`config.mk`:
```
export PLATFORM = sky130hd
export DESIGN_NAME = asmd_product_accumulator
export DESIGN_NICKNAME = d
export VERILOG_FILES = /design/src/rtl/asmd_product_accumulator.sv
export SDC_FILE = /design/constraint.sdc
export NUM_CORES = 1
export LEC_CHECK = 0
export BUFFER_PORTS_ARGS = -buffer_cell sky130_fd_sc_hd__buf_2
export CORE_AREA = 2 2 49 51
export DETAILED_ROUTE_END_ITERATION = 16
export DIE_AREA = 0 0 51 53
export PLACE_DENSITY = 0.7
export SETUP_SLACK_MARGIN = 0.02
export SYNTH_ARGS = -nofsm -noshare
export SYNTH_HDL_FRONTEND = slang
export SYNTH_SLANG_ARGS = --single-unit
```
`constraint.sdc`:
```
create_clock -name clk -period 2 [get_ports clk]
set_input_delay 0.1 -clock clk [delete_from_list [all_inputs] [get_ports clk]]
set_output_delay 0.1 -clock clk [all_outputs]
set_load 0.005 [all_outputs]
```
`src/rtl/asmd_product_accumulator.sv`:
```
// Batch accumulator for a multiplier stream: sums num_terms products, one per rising edge of ready.
// Optional macro ACC_SATURATE_EN clamps the sum to all-ones on carry-out instead of wrapping.
module asmd_product_accumulator #(
    parameter int word_length = 4,
    parameter int num_terms   = 4,
    parameter int acc_width   = 10
) (
    input  logic                     clk,
    input  logic                     reset,
    input  logic [2*word_length-1:0] product,
    input  logic                     ready,
    input  logic                     start,
    output logic [acc_width-1:0]     sum,
    output logic [3:0]               term_count,
    output logic                     busy,
    output logic                     done,
    output logic                     overflow,
    output logic [1:0]               fsm_state
);

    typedef enum logic [1:0] {
        IDLE    = 2'd0,
        COLLECT = 2'd1,
        DONE    = 2'd2
    } state_t;

    localparam logic [3:0] last_term = 4'(num_terms - 1);

    state_t                 state;
    state_t                 state_next;
    logic                   ready_d;
    logic                   rise;
    logic                   clear;
    logic                   accumulate;
    logic [acc_width:0]     product_ext;
    logic [acc_width:0]     sum_ext;
    logic [acc_width-1:0]   sum_next;

    assign rise        = ready & ~ready_d;
    assign product_ext = {{(acc_width + 1 - 2*word_length){1'b0}}, product};
    assign sum_ext     = {1'b0, sum} + product_ext;

`ifdef ACC_SATURATE_EN
    // Once the batch has carried out, keep the sum pinned even if later terms are zero.
    assign sum_next = (overflow || sum_ext[acc_width]) ? {acc_width{1'b1}}
                                                        : sum_ext[acc_width-1:0];
`else
    assign sum_next = sum_ext[acc_width-1:0];
`endif

    always_comb begin
        state_next = state;
        clear      = 1'b0;
        accumulate = 1'b0;
        case (state)
            IDLE: begin
                if (start) begin
                    clear      = 1'b1;
                    state_next = COLLECT;
                end
            end
            COLLECT: begin
                if (rise) begin
                    accumulate = 1'b1;
                    if (term_count == last_term) begin
                        state_next = DONE;
                    end
                end
            end
            DONE: begin
                state_next = IDLE;
            end
            default: begin
                state_next = IDLE;
            end
        endcase
    end

    // ready_d resets high so a ready level already present after reset is not a rise.
    always_ff @(posedge clk) begin
        if (reset) begin
            state      <= IDLE;
            ready_d    <= 1'b1;
            sum        <= '0;
            term_count <= '0;
            overflow   <= 1'b0;
        end else begin
            state   <= state_next;
            ready_d <= ready;
            if (clear) begin
                sum        <= '0;
                term_count <= '0;
                overflow   <= 1'b0;
            end else if (accumulate) begin
                sum        <= sum_next;
                term_count <= term_count + 4'd1;
                if (sum_ext[acc_width]) begin
                    overflow <= 1'b1;
                end
            end
        end
    end

    assign busy      = (state == COLLECT);
    assign done      = (state == DONE);
    assign fsm_state = state;

endmodule
```
==> impl_results.md <==
- Run status: complete, no violations
- Vias: 952
- Avg Cell Area, Syn: 8.45 um^2
- Die area: 0.00270 mm^2
- DRT Wirelength: 2200 um
- Top-area cell type share of the netlist area: 0.358
- CTS Buffer Depth: 2
- 1st-iter DRT viols: 9
- IO Count: 31
- Synth warn: 0
- Die span in x: 51 um
- Routed Antenna Nets: 0
- Largest net degree at the start of global routing: 14
- Diode count: 0
- Max-cap viol count: 0
- Clk Latency, worst-skew pair: 0.31 ns
- Pre-CTS WS: 0.128 ns
- # setup viols final: 0
- Flop pwr share: 0.540
- Number of antenna violations at the first check in global routing: 0
- Crit path launch type: flop
- Cell area after placement: 0.00119 mm^2
- Peak per-stage delay on the critical path: 0.38 ns
- Pins Over Slew Limit: 0
- Critical path data arrival time: 2.10 ns
- Fin worst setup slack: 0.151 ns
- Die H: 53 um
- Total CTS buffers: 3
- Setup TNS: 0 ns
- Mapped cell area: 0.00101 mm^2
- First-pass GRT wire length: 3520 um
- Row cnt: 17
- Sw Pwr: 0.000173 W
- Worst setup path start: sum[0]
- Clock Sinks: 18
- 1st-pass router iterations: 4
- Sequential-to-total area share from yosys stat: 0.358
- Nets: 177
- CP max stage cell: fa_1
- Fin crit share: 0.924
- Post-synth EDFFs: 0
- R2r startpoint: sum[0]
- GRT Util Overall: 0.178
- Gr busiest metal: met2
- DRC: 0
- CP Max Fanout: 3
- Total gr overflow: 0
- Slew HR: 0.590
- H-tree levels: 1
- Mapped Nets: 141
- Worst hold path class: input pin to flop
- Switching share of power: 0.254
- PD cells: 544 mW/mm^2
- GRT met2 Usage: 0.288
- CTS clk-pin slew, worst paths: 0.11 ns
- Top post-synthesis cells by area: dfxtp_1 (36%), ha_1 (11%), a21oi_1 (5.0%)
- Asr flop ratio synth: 0
- Peak Freq: 541 MHz
- Area grow syn2layout: 24.4%
- Root Driver: clkbuf_4
- Fillers: 202
- Critical Path RT: 2.25 ns
- Internal Power: 0.000508 W
- Post-detail-place hpwl: 1650 um
- CP Class: flop to flop
- Hold_sp: ready
- Core area: 0.00215 mm^2
- Crit. End Element: flop
- Vias in the first global route: 802
- Dominant synthesized flop cell: dfxtp_1
- Layout Skew: 0.00531 ns
- Setup repair after global routing missed its margin: false
- Clock power share: 0.350
- Hold Vio Cnt, Final: 0
- Post-layout util: 0.582
- Met3 GRT Util: 0.0339
- Worst-Margin Slew: 0.615 ns
- Total leakage power: 0.611 nW
- VDD IR max: 0.426 mV
- GR met1 Demand/Resource: 0.219
- Area leader, netlist: dfxtp_1
- Mapped Cells: 119
- Vias per cell: 5.23
- Buffers on Ports: 30
- Number of synthesized register bits: 18
- Synth cell types: 31
- CTS tree: done
- Effective utilization at floorplan: 0.468
- Combinational power share: 0.110
- Fraction of layout cells with a size suffix above 1: 0.266
- Tot Pwr: 0.000681 W
- Synth cell count leaders: dfxtp_1 (18), nand2_1 (13), nor2_1 (11), a21oi_1 (10), ha_1 (9)
- Final min period: 1.85 ns
- Top-count cell post-synth: dfxtp_1
- Final Instance Area: 0.00125 mm^2
- Cells along the critical path: ha_1 > inv_1 > fa_1 > nand2b_4 > nand2b_1 > a21oi_1 > or3_1 > a31oi_1
- GP Congestion: 0.773
- Wire per inst: 12.1 um
-- power by group through the flow --
| stage | Clock [W] | Combinational, W | Sequential [W] |
|---|---|---|---|
| after detailed placement | 0 | 0.0000718 | 0.000376 |
| after CTS | 0.000242 | 0.0000737 | 0.000367 |
| after floorplan | 0 | 0.0000441 | 0.000375 |
| after global placement | 0 | 0.0000702 | 0.000375 |
| final | 0.000238 | 0.0000749 | 0.000368 |
| after global routing | 0.000259 | 0.0000826 | 0.000368 |
-- worst paths after layout --
| check | endpoint | slack [ns] | depth (start not counted) |
|---|---|---|---|
| setup / recovery | sum[4] | 0.15 | 8 |
| hold / removal | ready_d | 0.01 | 2 |
| setup reg to reg | sum[4] | 0.15 | 8 |
| hold reg to reg | overflow | 0.46 | 2 |
-- state kept, by name, indices dropped and copies added (netlist names) --
signal      flops
overflow        1
fsm_state       2
ready_d         1
sum            10
term_count      4
-- per-stage QoR --
stage	std cells	hold slack [ns]
after CTS	182	0.00459
after global placement	177	0.317
after global routing	182	0.00224
after floorplan	119	0.177
after detailed placement	177	0.325
final	182	0.0122
-- logic make-up after synthesis --
family,share of synthesized area
xor+xnor,0.0609
compound gates,0.194
flops,0.358
buf+inv,0.0311
mux,0.00995
simple gates,0.214
fa+ha+maj,0.132
-- layout make-up --
class / count / area (um^2) / share of cell area
Timing Repair Buffer: 34 / 183 / 0.146
Tap cell: 28 / 35.0 / 0.0280
Multi-Input combinational cell: 95 / 626 / 0.500
Sequential cell: 18 / 360 / 0.288
Clock buffer: 4 / 36.3 / 0.0290
Inverter: 3 / 11.3 / 0.00900
-- critical path, delay by kind of cell, from the launching register on --
kind,cells,cell delay [ns]
buf+inv,1,0.07
simple gates,3,0.56
fa+ha+maj,2,0.57
flops,1,0.36
compound gates,2,0.24
-- layout by cell type, fill, tap and decap left out --
cell type,n
a211oi_1,2
a21o_1,5
a21oi_1,9
a21oi_2,1
a221oi_1,1
a31oi_1,3
and2b_1,1
and3_1,1
buf_2,30
buf_4,3
clkbuf_4,3
clkbuf_8,1
dfxtp_1,18
dlygate4sd3_1,1
fa_1,1
ha_1,9
inv_1,3
mux2i_1,1
nand2_1,13
nand2_2,1
nand2b_1,3
nand2b_4,1
nand3_1,5
nand4_1,2
nor2_1,11
nor2b_1,1
nor3_1,1
nor4_1,1
o211a_1,1
o211ai_1,2
o21ai_0,7
o21ai_1,1
or2_2,1
or3_1,3
xnor2_1,3
xor2_1,4
-- timing repair --
action | CTS | global route
hold endpoints to repair | 1 | 0
setup endpoints to repair | 0 | 5
setup buffers | 0 | 0
hold buffers | 1 | 0
resized for setup | 0 | 3
-- layer usage --
| layer | part of all wire | routed length [um] |
|---|---|---|
| met1 | 0.47 | 1030 |
| met2 | 0.47 | 1040 |
| met3 | 0.032 | 71 |
| met4 | 0.024 | 52 |
| met5 | 0 | 0 |
Note: power is estimated with default switching activity, not from simulation.
